===== config.mk =====
export PLATFORM = sky130hd
export DESIGN_NAME = systolic_array_ctrl_flat
export DESIGN_NICKNAME = d
export VERILOG_FILES = /design/src/rtl/systolic_array_ctrl_if.sv /design/src/rtl/systolic_array_ctrl.sv /design/src/flat_wrapper.sv
export SDC_FILE = /design/constraint.sdc
export NUM_CORES = 1
export LEC_CHECK = 0
export CAP_MARGIN = 40
export CORE_MARGIN = 3
export CORE_UTILIZATION = 51
export DETAILED_ROUTE_END_ITERATION = 8
export HOLD_SLACK_MARGIN = 0.12
export PLACE_DENSITY = 0.77
export RECOVER_POWER = 25
export REMOVE_ABC_BUFFERS = 1
export SETUP_SLACK_MARGIN = 0.02
export SYNTH_ARGS = -nofsm -noshare
export SYNTH_HDL_FRONTEND = slang
export SYNTH_SLANG_ARGS = --single-unit

===== constraint.sdc =====
create_clock -name clk_i -period 3.8 [get_ports clk_i]
set_input_delay 0.76 -clock clk_i [delete_from_list [all_inputs] [get_ports clk_i]]
set_output_delay 0.76 -clock clk_i [all_outputs]
set_load 0.01 [all_outputs]

===== src/rtl/systolic_array_ctrl_if.sv =====
// Command/status and feeder-control bundle between the host, the sequencer and the array datapath.
// The host drives start/k_len/abort; the sequencer drives everything else.
interface systolic_array_ctrl_if #(
    parameter int N  = 4,
    parameter int KW = 8
);
    logic          start;
    logic [KW-1:0] k_len;
    logic          abort;
    logic          busy;
    logic          done;
    logic          err;
    logic          arr_clr;
    logic          feed_en;
    logic [KW:0]   k_idx;
    logic [N-1:0]  row_en;
    logic [N-1:0]  col_en;
    logic          capture;

    modport master (
        output start, k_len, abort,
        input  busy, done, err, arr_clr, feed_en, k_idx, row_en, col_en, capture
    );

    modport slave (
        input  start, k_len, abort,
        output busy, done, err, arr_clr, feed_en, k_idx, row_en, col_en, capture
    );
endinterface


===== src/rtl/systolic_array_ctrl.sv =====
// Pass sequencer for an N x N systolic array: clear, skewed operand feed, pipeline drain, capture.
// Every output comes straight from a flop; the next values are decoded from the next state.
module systolic_array_ctrl #(
    parameter int N     = 4,
    parameter int KW    = 8,
    parameter int DRAIN = N + 2
) (
    input  logic                 clk_i,
    input  logic                 rst_ni,
    systolic_array_ctrl_if.slave bus
);
    localparam int DW = $clog2(DRAIN + 1);

    typedef enum logic [2:0] {
        S_IDLE,
        S_CLEAR,
        S_FEED,
        S_DRAIN,
        S_CAPTURE,
        S_DONE
    } state_t;

    state_t        state_q, state_d;
    logic [KW-1:0] kLen_q, kLen_d;
    logic [KW:0]   t_q, t_d;
    logic [DW-1:0] drainCnt_q, drainCnt_d;
    logic          busy_q, busy_d;
    logic          done_q, done_d;
    logic          err_q, err_d;
    logic          arrClr_q, arrClr_d;
    logic          feedEn_q, feedEn_d;
    logic          capture_q, capture_d;
    logic [N-1:0]  laneEn_q, laneEn_d;
    logic [KW:0]   lastT;

    // Final feed step is K+N-2: the last lane sees its last element N-1 steps after lane 0.
    assign lastT = {1'b0, kLen_q} + (KW+1)'(N - 2);

    always_comb begin
        state_d    = state_q;
        kLen_d     = kLen_q;
        t_d        = t_q;
        drainCnt_d = drainCnt_q;
        err_d      = 1'b0;
        laneEn_d   = '0;

        case (state_q)
            S_IDLE: begin
                if (bus.start) begin
                    if (bus.k_len != '0) begin
                        kLen_d  = bus.k_len;
                        state_d = S_CLEAR;
                    end else begin
                        err_d = 1'b1;
                    end
                end
            end
            S_CLEAR: begin
                t_d     = '0;
                state_d = S_FEED;
            end
            S_FEED: begin
                if (t_q == lastT) begin
                    drainCnt_d = '0;
                    state_d    = S_DRAIN;
                end else begin
                    t_d = t_q + 1'b1;
                end
            end
            S_DRAIN: begin
                if (drainCnt_q == DW'(DRAIN - 1)) begin
                    state_d = S_CAPTURE;
                end else begin
                    drainCnt_d = drainCnt_q + 1'b1;
                end
            end
            S_CAPTURE: state_d = S_DONE;
            S_DONE:    state_d = S_IDLE;
            default:   state_d = S_IDLE;
        endcase

        // Abort wins over everything; array contents are left for the next CLEAR.
        if (bus.abort && state_q != S_IDLE) begin
            state_d = S_IDLE;
        end

        busy_d    = (state_d != S_IDLE);
        arrClr_d  = (state_d == S_CLEAR);
        feedEn_d  = (state_d == S_FEED);
        capture_d = (state_d == S_CAPTURE);
        done_d    = (state_d == S_DONE);

        // Lane i is valid while its skewed index t-i lies inside 0..K-1.
        for (int i = 0; i < N; i++) begin
            if (state_d == S_FEED && t_d >= (KW+1)'(i) &&
                (t_d - (KW+1)'(i)) < {1'b0, kLen_d}) begin
                laneEn_d[i] = 1'b1;
            end
        end
    end

    always_ff @(posedge clk_i or negedge rst_ni) begin
        if (!rst_ni) begin
            state_q    <= S_IDLE;
            kLen_q     <= '0;
            t_q        <= '0;
            drainCnt_q <= '0;
            busy_q     <= 1'b0;
            done_q     <= 1'b0;
            err_q      <= 1'b0;
            arrClr_q   <= 1'b0;
            feedEn_q   <= 1'b0;
            capture_q  <= 1'b0;
            laneEn_q   <= '0;
        end else begin
            state_q    <= state_d;
            kLen_q     <= kLen_d;
            t_q        <= t_d;
            drainCnt_q <= drainCnt_d;
            busy_q     <= busy_d;
            done_q     <= done_d;
            err_q      <= err_d;
            arrClr_q   <= arrClr_d;
            feedEn_q   <= feedEn_d;
            capture_q  <= capture_d;
            laneEn_q   <= laneEn_d;
        end
    end

    assign bus.busy    = busy_q;
    assign bus.done    = done_q;
    assign bus.err     = err_q;
    assign bus.arr_clr = arrClr_q;
    assign bus.feed_en = feedEn_q;
    assign bus.capture = capture_q;
    assign bus.k_idx   = t_q;
    assign bus.row_en  = laneEn_q;
    assign bus.col_en  = laneEn_q;
endmodule

===== src/flat_wrapper.sv =====
// flat-port wrapper written by rule: the top's interface ports become plain ports
module systolic_array_ctrl_flat 
#(
    parameter int N     = 4,
    parameter int KW    = 8,
    parameter int DRAIN = N + 2
)
  (clk_i, rst_ni, bus_start, bus_k_len, bus_abort, bus_busy, bus_done, bus_err, bus_arr_clr, bus_feed_en, bus_k_idx, bus_row_en, bus_col_en, bus_capture);
  systolic_array_ctrl_if #(.N(N), .KW(KW)) bus_i ();
  input  logic clk_i;
  input  logic rst_ni;
  input wire logic [$bits(bus_i.start)-1:0] bus_start;
  input wire logic [$bits(bus_i.k_len)-1:0] bus_k_len;
  input wire logic [$bits(bus_i.abort)-1:0] bus_abort;
  output wire logic [$bits(bus_i.busy)-1:0] bus_busy;
  output wire logic [$bits(bus_i.done)-1:0] bus_done;
  output wire logic [$bits(bus_i.err)-1:0] bus_err;
  output wire logic [$bits(bus_i.arr_clr)-1:0] bus_arr_clr;
  output wire logic [$bits(bus_i.feed_en)-1:0] bus_feed_en;
  output wire logic [$bits(bus_i.k_idx)-1:0] bus_k_idx;
  output wire logic [$bits(bus_i.row_en)-1:0] bus_row_en;
  output wire logic [$bits(bus_i.col_en)-1:0] bus_col_en;
  output wire logic [$bits(bus_i.capture)-1:0] bus_capture;
  assign bus_i.start = bus_start;
  assign bus_i.k_len = bus_k_len;
  assign bus_i.abort = bus_abort;
  assign bus_busy = bus_i.busy;
  assign bus_done = bus_i.done;
  assign bus_err = bus_i.err;
  assign bus_arr_clr = bus_i.arr_clr;
  assign bus_feed_en = bus_i.feed_en;
  assign bus_k_idx = bus_i.k_idx;
  assign bus_row_en = bus_i.row_en;
  assign bus_col_en = bus_i.col_en;
  assign bus_capture = bus_i.capture;
  systolic_array_ctrl #(.N(N), .KW(KW), .DRAIN(DRAIN)) u_core (.clk_i(clk_i), .rst_ni(rst_ni), .bus(bus_i));
endmodule

=== Word level (Yosys, flattened, before mapping) ===
Index checks and enable logic that the tools add are counted.

* Register bits after elaboration: 33
* Input bits: 12

* Add/sub/neg operators: 6
* Order comparisons: 8
* Equality and inequality tests: 12
* Multiplexer cells: 21
* Reductions and logical operators: 15

{| class="wikitable"
|+ Operator list
! operator !! count
|-
| $lt A9 B8 Y1 || 4
|-
| $mux W8 || 3
|-
| $mux W3 || 7
|-
| $ge A9 B1 Y1 const B || 2
|-
| $ge A9 B2 Y1 const B || 2
|-
| $pmux W9 S2 || 1
|-
| $sub A9 B2 Y9 const B || 2
|-
| $pmux W3 S5 || 1
|-
| $eq A3 B3 Y1 const B || 4
|-
| $add A8 B2 Y9 const B || 1
|-
| $add A9 B1 Y9 const B || 1
|-
| $eq A3 B2 Y1 const B || 3
|-
| $eq A9 B9 Y1 || 1
|-
| $logic_and A1 B1 Y1 || 9
|-
| $mux W9 || 1
|-
| $sub A9 B1 Y9 const B || 1
|-
| $reduce_bool A8 Y1 || 1
|-
| $mux W1 || 7
|-
| $eq A3 B1 Y1 const B || 2
|-
| $pmux W3 S2 || 1
|-
| $reduce_bool A3 Y1 || 2
|-
| $add A3 B1 Y3 const B || 1
|-
| $logic_not A3 Y1 || 1
|-
| $reduce_and A3 Y1 || 1
|-
| 3 further kinds || 3
|}

=== Depth between registers and ports, before layout ===
Gate-level depths: netlist of the first run.

* Depth in word-level cells: 9
* Gate-level depth with buffers: 21
* Gate-level depth less buffers: 18

=== Worst setup path before layout of the first run ===
OpenSTA, ideal clock, no wires.

* Path kind: register to register
* Start: register u_core.kLen_q[2]
* End: register u_core.laneEn_q[1] (netlist: u_core.bus.col_en[1])
* Library setup time: 78 ps
* Arrival time: 3735 ps
* Required time: 3722 ps
* Path slack: -13 ps
* Stages on the path, launching flop included: 20
* Buffers on the path: 3
* Cell sequence: dfrtp_1 ha_1 xor2_1 a2111oi_1 o2111ai_1 buf_6 mux2_1 and2_1 buf_4 inv_2 or4_1 buf_2 nor3_1 xnor2_1 ha_1 nand4_1 a21oi_1 nor3_1 nand4_1 a21oi_1

{| class="wikitable"
|+ RTL lines
! what !! RTL line !! source
|-
| start: declaration || systolic_array_ctrl.sv:24 || <nowiki>logic [KW-1:0] kLen_q, kLen_d;</nowiki>
|-
| start signal: assignment || systolic_array_ctrl.sv:117 || <nowiki>kLen_q <= kLen_d;</nowiki>
|-
| $add A8 B2 Y9 (*) || systolic_array_ctrl.sv:37 || <nowiki>assign lastT = {1'b0, kLen_q} + (KW+1)'(N - 2);</nowiki>
|-
| $eq A9 B9 Y1 (*) || systolic_array_ctrl.sv:63 || <nowiki>if (t_q == lastT) begin</nowiki>
|-
| $mux W9 (*) || systolic_array_ctrl.sv:63 ||
|-
| $pmux W9 S2 (*) || systolic_array_ctrl.sv:47 || <nowiki>case (state_q)</nowiki>
|-
| via u_core.t_d[1] || systolic_array_ctrl.sv:25 || <nowiki>logic [KW:0] t_q, t_d;</nowiki>
|-
| $sub A9 B1 Y9 / $ge A9 B1 Y1 (equally long branches) || systolic_array_ctrl.sv:96, systolic_array_ctrl.sv:95 ||
|-
| $lt A9 B8 Y1 / $logic_and A1 B1 Y1 (equally long branches) || systolic_array_ctrl.sv:96, systolic_array_ctrl.sv:95 ||
|-
| $logic_and A1 B1 Y1 (*) || systolic_array_ctrl.sv:95 || <nowiki>if (state_d == S_FEED && t_d >= (KW+1)'(i) &&</nowiki>
|-
| $mux W1 (*) || systolic_array_ctrl.sv:95 ||
|-
| via u_core.laneEn_d[1] || systolic_array_ctrl.sv:33 || <nowiki>logic [N-1:0] laneEn_q, laneEn_d;</nowiki>
|-
| end signal: assignment || systolic_array_ctrl.sv:126 || <nowiki>laneEn_q <= laneEn_d;</nowiki>
|-
| end: declaration || systolic_array_ctrl.sv:33 ||
|}

The timed path passes the listed nets; every way through them passes the cells marked *.
A chain may end at the register's enable or synchronous reset.

=== Worst setup path in the final report of the first run ===
* Start: register u_core.kLen_q[2]
* End: register u_core.laneEn_q[2] (netlist: u_core.bus.col_en[2])

{| class="wikitable"
|+ RTL lines
! what !! RTL line
|-
| $add A8 B2 Y9 (*) || systolic_array_ctrl.sv:37
|-
| $eq A9 B9 Y1 (*) || systolic_array_ctrl.sv:63
|-
| $mux W9 (*) || systolic_array_ctrl.sv:63
|-
| $pmux W9 S2 (*) || systolic_array_ctrl.sv:47
|-
| via u_core.t_d[2] || systolic_array_ctrl.sv:25
|-
| $sub A9 B2 Y9 / $ge A9 B2 Y1 (equally long branches) || systolic_array_ctrl.sv:96, systolic_array_ctrl.sv:95
|-
| $lt A9 B8 Y1 / $logic_and A1 B1 Y1 (equally long branches) || systolic_array_ctrl.sv:96, systolic_array_ctrl.sv:95
|-
| $logic_and A1 B1 Y1 (*) || systolic_array_ctrl.sv:95
|-
| $mux W1 (*) || systolic_array_ctrl.sv:95
|-
| via u_core.laneEn_d[2] || systolic_array_ctrl.sv:33
|}

Marks and branches as above.

==> summary.md, run 1 <==
| Metric | Value |
|---|---|
| Status | `finished, violations left` |
| Failing checks | `max-capacitance violations, max-slew violations` |
| Routed len/inst | `18.2 um` |
| Mapped Area | `2810 um^2` |
| Register area | `826 um^2` |
| Clk Latency, worst-skew pair | `0.29 ns` |
| Die area | `6430 um^2` |
| Area of the multi-input gates | `2040 um^2` |
| Gate Count Post-Synth | `317` |
| VDD IR-drop max | `0.576 mV` |
| Comb pwr share | `0.760` |
| Reg2Reg Depth | `17` |
| Share of cells above drive strength 1 | `0.266` |
| Hold Path Sink | `u_core.drainCnt_q[1]` |
| Via density | `6.03` |
| Final worst-path cycle share | `0.988` |
| Num rows | `26` |
| Worst-path fanout max | `7` |
| Flops & latches, synth | `33` |
| Crit path launch type | `register` |
| CP peak stage delay | `0.56 ns` |
| Die X | `80.2 um` |
| Count of cell types in the netlist | `60` |
| # diodes | `0` |
| Net count, final | `440` |
| Worst Path Arrival | `3.97 ns` |
| Worst min path class | `register to register` |
| CTS buffer count | `5` |
| Final Hold Vio Count | `0` |
| I/O Buffers | `34` |
| Post-synth EDFFs | `0` |
| FF-to-FF End | `u_core.bus.col_en[2]` |
| Gpl congestion | `0.889` |
| Routed Antenna Nets | `0` |
| Pre-antenna DRT Iters | `4` |
| Buf/Inv on CP | `3` |
| Root Buffer | `clkbuf_8` |
| Largest area contributor in the netlist | `dfrtp_1` |
| CP required | `4.02 ns` |
| Number of global-route vias before repair | `2609` |
| CTS tree | `built` |
| Syn_area_per_cell | `8.86 um^2` |
| Clk pwr share | `0.077` |
| Top-area cell type share of the netlist area | `0.294` |
| Hold_sp | `u_core.drainCnt_q[1]` |
| P_leak | `1.80 nW` |
| Hold WS | `0.555 ns` |
| Fillers | `360` |
| First-pass GRT wire length | `12600 um` |
| Vert. Die Dim | `80.2 um` |
| CTS clk-pin slew, worst paths | `0.08 ns` |
| CTS max path bufs | `2` |
| Total wire length | `8430 um` |
| Worst Tran Pin Value | `1.79 ns` |
| R2r setup slk | `0.05 ns` |
| Largest net degree at the start of global routing | `34` |
| CP endpoint kind | `register` |
| Switching part of the total | `0.473` |
| DR vias | `2799` |
| H-tree Lvls | `2` |
| Synthesis warning total | `0` |
| Fin crit period | `3.75 ns` |
| Layout Cells excl Fill | `464` |
| Total grt overflow | `0` |
| GR Util All Layers | `0.253` |
| Family with the most delay on the worst path | `simple AND/OR/NAND/NOR gates` |
| Post-layout util | `0.743` |
| Placed cells | `444` |
| P&R area growth vs syn | `37.7%` |
| Fmax | `266 MHz` |
| Clk_skew | `0.0101 ns` |
| Placed instance area | `3430 um^2` |
| Final Max Tran Viols | `34` |
| TNS Setup | `0 ns` |
| Final setup viols | `0` |
| Ports | `35` |
| HPWL Detailed | `5820 um` |
| Dominant cells by area after synthesis | `dfrtp_1 (29%), ha_1 (16%), xnor2_1 (4.4%), xor2_1 (4.1%), nand2_1 (3.6%)` |
| First-iteration detailed-routing DRC count | `274` |
| Critical path cell sequence | `buf_6, and3_1, o2111ai_1, nand3_2, o2111ai_4, nand3_2, mux2_2, inv_1, or4_4, buf_6, xnor2_1, ha_1, a21oi_2, nor2b_1, o21ai_1, and3b_1, o211a_1` |
| Sw Pwr | `1.61 mW` |
| MaxCap Viol Count | `1` |
| Hold Path Depth | `1` |
| P_int | `1.79 mW` |
| Worst slew margin | `-0.192` |
| CTS Sinks | `33` |
| Sequential share of power | `0.163` |
| RSZ-0062 raised after global routing | `true` |
| Critical path class | `register to register` |
| Power per cell area | `879 nW/um^2` |
| Register area share after synthesis | `0.294` |
| RR Startpoint | `u_core.kLen_q[2]` |
| Async set-reset flop share out of synthesis | `1.00` |
| DRC Markers | `0` |
| Initial Utilization | `0.539` |
| Design Area, Final | `3870 um^2` |
| Core ar. | `5200 um^2` |
| Initial antenna violation count | `0` |
| Crit-path slowest cell | `or4_4` |
| Main synth FF type | `dfrtp_1` |
## synthesized netlist by cell type (2+ instances only)
cell	count
a211oi_1	3
a21o_1	3
a21oi_1	15
a22o_1	4
a22oi_1	8
a31oi_1	3
and2_1	4
and3_1	4
and4b_1	2
buf_2	5
buf_4	5
clkbuf_1	3
dfrtp_1	33
ha_1	35
inv_1	20
inv_2	2
mux2_2	3
mux2i_1	2
nand2_1	27
nand2b_1	3
nand3_1	11
nand4_1	9
nor2_1	20
nor2b_1	4
nor3_1	8
nor4_1	5
o2111ai_1	4
o21a_1	2
o21ai_0	10
o21ai_1	2
or3_1	4
xnor2_1	14
xor2_1	13
## cells in the final DEF (no fill, tap or decap), drive strengths merged, types with 3 or more instances in the layout
master / count
ha: 35
nand2b: 3
nor2: 20
or3: 4
nand2: 27
nor2b: 4
buf: 49
nand3: 12
and2: 4
nand4: 9
xor2: 13
a31oi: 4
nor3: 9
mux2i: 3
inv: 22
nor4: 5
xnor2: 14
a211oi: 3
o2111ai: 4
o21ai: 12
mux2: 4
a21o: 3
clkbuf: 7
a22o: 4
a22oi: 8
clkdlybuf4s50: 33
and3: 4
dfrtp: 33
a21oi: 15
## per-stage QoR
stage	power [mW]	worst slack [ns]
after global placement	2.48	0.0468
after detailed placement	2.54	-0.107
after global routing	3.70	-0.173
after floorplan	1.87	-0.316
final	3.40	0.0472
after CTS	3.02	0.0447
## layout make-up
type,instances,share of cell area
Timing Repair Buffer,84,0.192
Tap cell,70,0.0227
Multi-Input combinational cell,247,0.528
Clock buffer,6,0.0188
Clock inverter,2,0.00259
Inverter,22,0.0220
Sequential cell,33,0.214
## cell families (layout without fill, tap and decap cells)
kind of cell | count (synthesis) | count (layout) | share of synthesized area
AND/OR/NAND/NOR | 114 | 114 | 0.221
AO/OA/AOI/OAI | 64 | 64 | 0.155
buffers and inverters | 37 | 114 | 0.0611
adder cells (fa/ha/maj) | 35 | 35 | 0.156
flip-flops | 33 | 33 | 0.294
XOR/XNOR | 27 | 27 | 0.0842
multiplexers | 7 | 7 | 0.0281
## worst reg2reg max path: stages (launching register included)
cell       delay (ns)
dfrtp_1          0.42
buf_6            0.15
and3_1           0.17
o2111ai_1        0.22
nand3_2          0.13
o2111ai_4        0.28
nand3_2          0.11
mux2_2           0.25
inv_1            0.09
or4_4            0.56
buf_6            0.16
xnor2_1          0.12
ha_1             0.34
a21oi_2          0.14
nor2b_1          0.06
o21ai_1          0.12
and3b_1          0.19
o211a_1          0.16
## how the worst max path moves through the flow
stage | start | endpoint | slack, ns | depth (start not counted)
final | u_core.kLen_q[2] | u_core.bus.col_en[2] | 0.05 | 17
after global routing | u_core.kLen_q[1] | u_core.bus.col_en[1] | -0.17 | 19
after detailed placement | u_core.kLen_q[1] | u_core.bus.col_en[2] | -0.11 | 16
after global placement | u_core.kLen_q[1] | u_core.bus.col_en[2] | 0.05 | 16
after CTS | u_core.kLen_q[2] | u_core.bus.col_en[2] | 0.04 | 16
after floorplan | u_core.kLen_q[1] | u_core.bus.col_en[1] | -0.32 | 16
## power groups by stage
stage	logic [mW]	registers, mW	clock network (mW)
after floorplan	1.28	0.586	0
after global placement	1.94	0.543	0
after detailed placement	2.00	0.546	0
after CTS	2.22	0.541	0.264
after global routing	2.85	0.568	0.277
final	2.58	0.556	0.261
## sequential cells by signal, summed over array words and instances (netlist names)
name	cells
u_core.bus.k_idx	9
u_core.kLen_q	8
u_core.bus.col_en	4
u_core.drainCnt_q	3
u_core.state_q	3
u_core.bus.arr_clr	1
u_core.bus.busy	1
u_core.bus.capture	1
u_core.bus.done	1
u_core.bus.err	1
u_core.bus.feed_en	1
## layer usage
metal / vias to the layer above / routed length, um / global-route usage
met4: 0 / 338 / 0.111
met1: 1369 / 3360 / 0.322
met3: 29 / 485 / 0.0415
met5: - / 0 / 0
met2: 104 / 4240 / 0.419
li1: 1297 / - / -
## repair_timing
action / CTS / global route
setup endpoints to repair: 3 / 3
cloned: 0 / 0
pin swaps: 20 / 34
hold buffers: 0 / 0
buffers inserted: 7 / 5
gates resized for setup: 21 / 40
Note: power is estimated with default switching activity, not from simulation.
==> run 2: changes to the inputs <==
==> constraint.sdc (replaced) <==
create_clock -name clk_i -period 3.8 [get_ports clk_i]
set_input_delay 0.76 -clock clk_i [delete_from_list [all_inputs] [get_ports clk_i]]
set_output_delay 0.76 -clock clk_i [all_outputs]
set_load 0.02 [all_outputs]
==> results of run 2 <==
Same layout as run 1 (identical final DEF). Status: finished, violations left: max-capacitance violations, max-slew violations.
Among the figures that moved: total power 3.40 mW -> 3.43 mW
==> run 3: changes to the inputs <==
--- a/config.mk
+++ b/config.mk
@@ -6,7 +6,7 @@
 export NUM_CORES = 1
 export LEC_CHECK = 0
 export CAP_MARGIN = 40
-export CORE_MARGIN = 3
+export CORE_MARGIN = 1.5
 export CORE_UTILIZATION = 51
 export DETAILED_ROUTE_END_ITERATION = 8
 export HOLD_SLACK_MARGIN = 0.12
==> summary.md, run 3 (synthesis gave the netlist of run 1 again) <==
| Metric | Value |
|---|---|
| Final setup viols | `2 (+2)` |
| CP dominant cell by count | `buf_6` |
| Layout Cells excl Fill | `461 (-0.65%)` |
| DR vias | `2866 (+2.4%)` |
| Crit-path slowest cell | `or4_4` |
| Worst-path fanout max | `5 (-2)` |
| Final Hold Vio Count | `0 (unchanged)` |
| P&R area growth vs syn | `38.0%` |
| Root Buffer | `clkbuf_8` |
| Final worst-path cycle share | `1.02 (+0.0372)` |
| CP required | `4.03 ns (about the same)` |
| I/O Buffers | `34 (unchanged)` |
| Crit. path cell count | `17 (unchanged)` |
| Net count, final | `437 (-0.68%)` |
| Die area | `5960 um^2 (-7.3%)` |
| GR Util All Layers | `0.273 (+0.0203)` |
| Pre-antenna DRT Iters | `7 (+3)` |
| Critical path class | `register to register` |
| Largest register FFs | `9 (unchanged)` |
| RR Startpoint | `u_core.kLen_q[4]` |
| Status | `finished, violations left` |
| Routed len/inst | `19.4 um (+6.8%)` |
| Share of cells above drive strength 1 | `0.263 (-0.00307)` |
| RSZ-0062 raised after global routing | `true` |
| Most common cell after layout, fill and taps aside | `buf_4` |
| Number of global-route vias before repair | `2632 (+0.88%)` |
| P_leak | `1.81 nW (+0.60%)` |
| CP endpoint kind | `register` |
| VDD IR-drop max | `0.543 mV` |
| Family with the most delay on the worst path | `compound AO/OA/AOI/OAI gates` |
| Fin crit period | `3.89 ns (+0.141 ns)` |
| CTS Sinks | `33 (unchanged)` |
| HPWL Detailed | `5950 um (+2.2%)` |
| First-iteration detailed-routing DRC count | `304 (+11%)` |
| FF-to-FF End | `u_core.bus.col_en[2]` |
| Worst Setup EP | `u_core.bus.col_en[2]` |
| CTS max path bufs | `2 (unchanged)` |
| Clk Latency, worst-skew pair | `0.29 ns (about the same)` |
| Worst slew margin | `-0.209 (-0.0173)` |
| Worst min path class | `register to register` |
| Final total power | `3.52 mW` |
| Fillers | `344 (-4.4%)` |
| H-tree Lvls | `2 (unchanged)` |
| Ports | `35 (unchanged)` |
| Register area | `827 um^2 (+0.15%)` |
| Core ar. | `5200 um^2 (unchanged)` |
| Total grt overflow | `0 (unchanged)` |
| Final WS setup | `-0.0942 ns (-0.141 ns)` |
| Failing checks | `max-capacitance violations, max-slew violations, negative setup slack` |
| Critical path cell sequence | `and4_1, a21o_1, a211oi_1, o2111ai_4, buf_6, nand3_2, mux2i_1, buf_4, or4_4, buf_6, xnor2_2, ha_1, a21oi_2, nor2b_4, o21ai_2, and3b_1, o211a_1` |
| Post-layout util | `0.744 (+0.00144)` |
| R2r setup slk | `-0.09 ns (-0.14 ns)` |
| Clk_skew | `0.00973 ns (-0.000328 ns)` |
| Worst setup startpoint | `u_core.kLen_q[4]` |
| First-pass GRT wire length | `12800 um (+1.3%)` |
| Buf/Inv on CP | `3 (unchanged)` |
| Vert. Die Dim | `77.2 um (-3.7%)` |
| CTS tree | `built` |
| Power per cell area | `910 nW/um^2` |
| Total wire length | `8940 um (+6.1%)` |
| Via density | `6.22 (+3.1%)` |
| Largest net degree at the start of global routing | `34 (unchanged)` |
| Die X | `77.2 um (-3.7%)` |
| Reg2Reg Depth | `17 (unchanged)` |
| Final Max Tran Viols | `34 (unchanged)` |
| CTS clk-pin slew, worst paths | `0.07 ns (about the same)` |
| Num rows | `26 (unchanged)` |
| Most frequent cells in the layout | `buf_4 (40), clkdlybuf4s50_1 (33), ha_1 (32), dfrtp_1 (32), nand2_1 (26)` |
| CP peak stage delay | `0.54 ns (-0.02 ns)` |
| # diodes | `0 (unchanged)` |
| Area of the multi-input gates | `2050 um^2 (+0.24%)` |
| CTS buffer count | `5 (unchanged)` |
| Initial antenna violation count | `0 (unchanged)` |
| Placed cells | `446 (+0.45%)` |
| Fmax | `257 MHz (-3.6%)` |
| Gpl congestion | `0.935 (+5.2%)` |
| MaxCap Viol Count | `1 (unchanged)` |
| Crit path launch type | `register` |
| Worst Path Arrival | `4.13 ns (+0.16 ns)` |
| Worst Tran Pin Value | `1.81 ns (+0.0259 ns)` |
| Routed Antenna Nets | `0 (unchanged)` |
| DRC Markers | `0 (unchanged)` |
| Hold Buf Count CTS | `0 (unchanged)` |
| Initial Utilization | `0.539 (unchanged)` |
[run 3: how the worst min path moves through the flow]
stage,startpoint,endpoint,depth (start not counted)
finish,u_core.drainCnt_q[1],u_core.drainCnt_q[1],1
floorplan,rst_ni,u_core.bus.arr_clr,0
CTS,u_core.drainCnt_q[1],u_core.drainCnt_q[1],1
detailed placement,u_core.drainCnt_q[1],u_core.drainCnt_q[1],1
global route,u_core.drainCnt_q[1],u_core.drainCnt_q[1],1
global placement,u_core.drainCnt_q[1],u_core.drainCnt_q[1],1
[run 3: per-layer routing]
layer  global-route usage  up-vias  wire length, um
met5                    0        -                0
met4                0.115        0              437
met2                0.451      125             4440
met3               0.0524       46              409
met1                0.348     1404             3650
li1                     -     1291                -
[run 3: metrics by stage]
| stage | area (um^2) | hold slack, ns | setup WS [ns] | TNS, ns |
|---|---|---|---|---|
| 2_1_floorplan | 2720 | 0.464 | -0.320 | -0.711 |
| 3_3_place_gp | 3450 | 0.530 | 0.0536 | 0 |
| 4_1_cts | 3590 | 0.555 | 0.0499 | 0 |
| 3_5_place_dp | 3450 | 0.538 | -0.166 | -0.241 |
| 6_report | 3870 | 0.551 | -0.0942 | -0.171 |
| 5_1_grt | 3870 | 0.566 | -0.212 | -0.486 |
[run 3: layout make-up]
cell class	instances	share of cell area
Clock inverter	1	0.00775
Multi-Input combinational cell	247	0.529
Sequential cell	33	0.214
Inverter	22	0.0213
Tap cell	70	0.0226
Clock buffer	7	0.0223
Timing Repair Buffer	81	0.184
[run 3: worst register-to-register path: cells and delay by family (launching register included)]
kind                       cells  cell delay, ns
AOI/OAI and AO/OA              6            1.25
and+or+nand+nor                5            1.06
buffers and inverters          3            0.51
DFF                            1            0.46
adders and majority gates      1            0.33
xor gates and xnor gates       1            0.13
muxes                          1            0.10
[run 3: timing repair]
item / CTS / global route
resized for setup: 8 / 51
buffers inserted: 0 / 7
endpoints found under the setup margin: 2 / 3
pin swaps: 3 / 29
[run 3: power by group]
group          switching, mW  internal, mW
clock                  0.134         0.214
combinational           1.44          1.18
sequential             0.101         0.452
total                   1.68          1.84
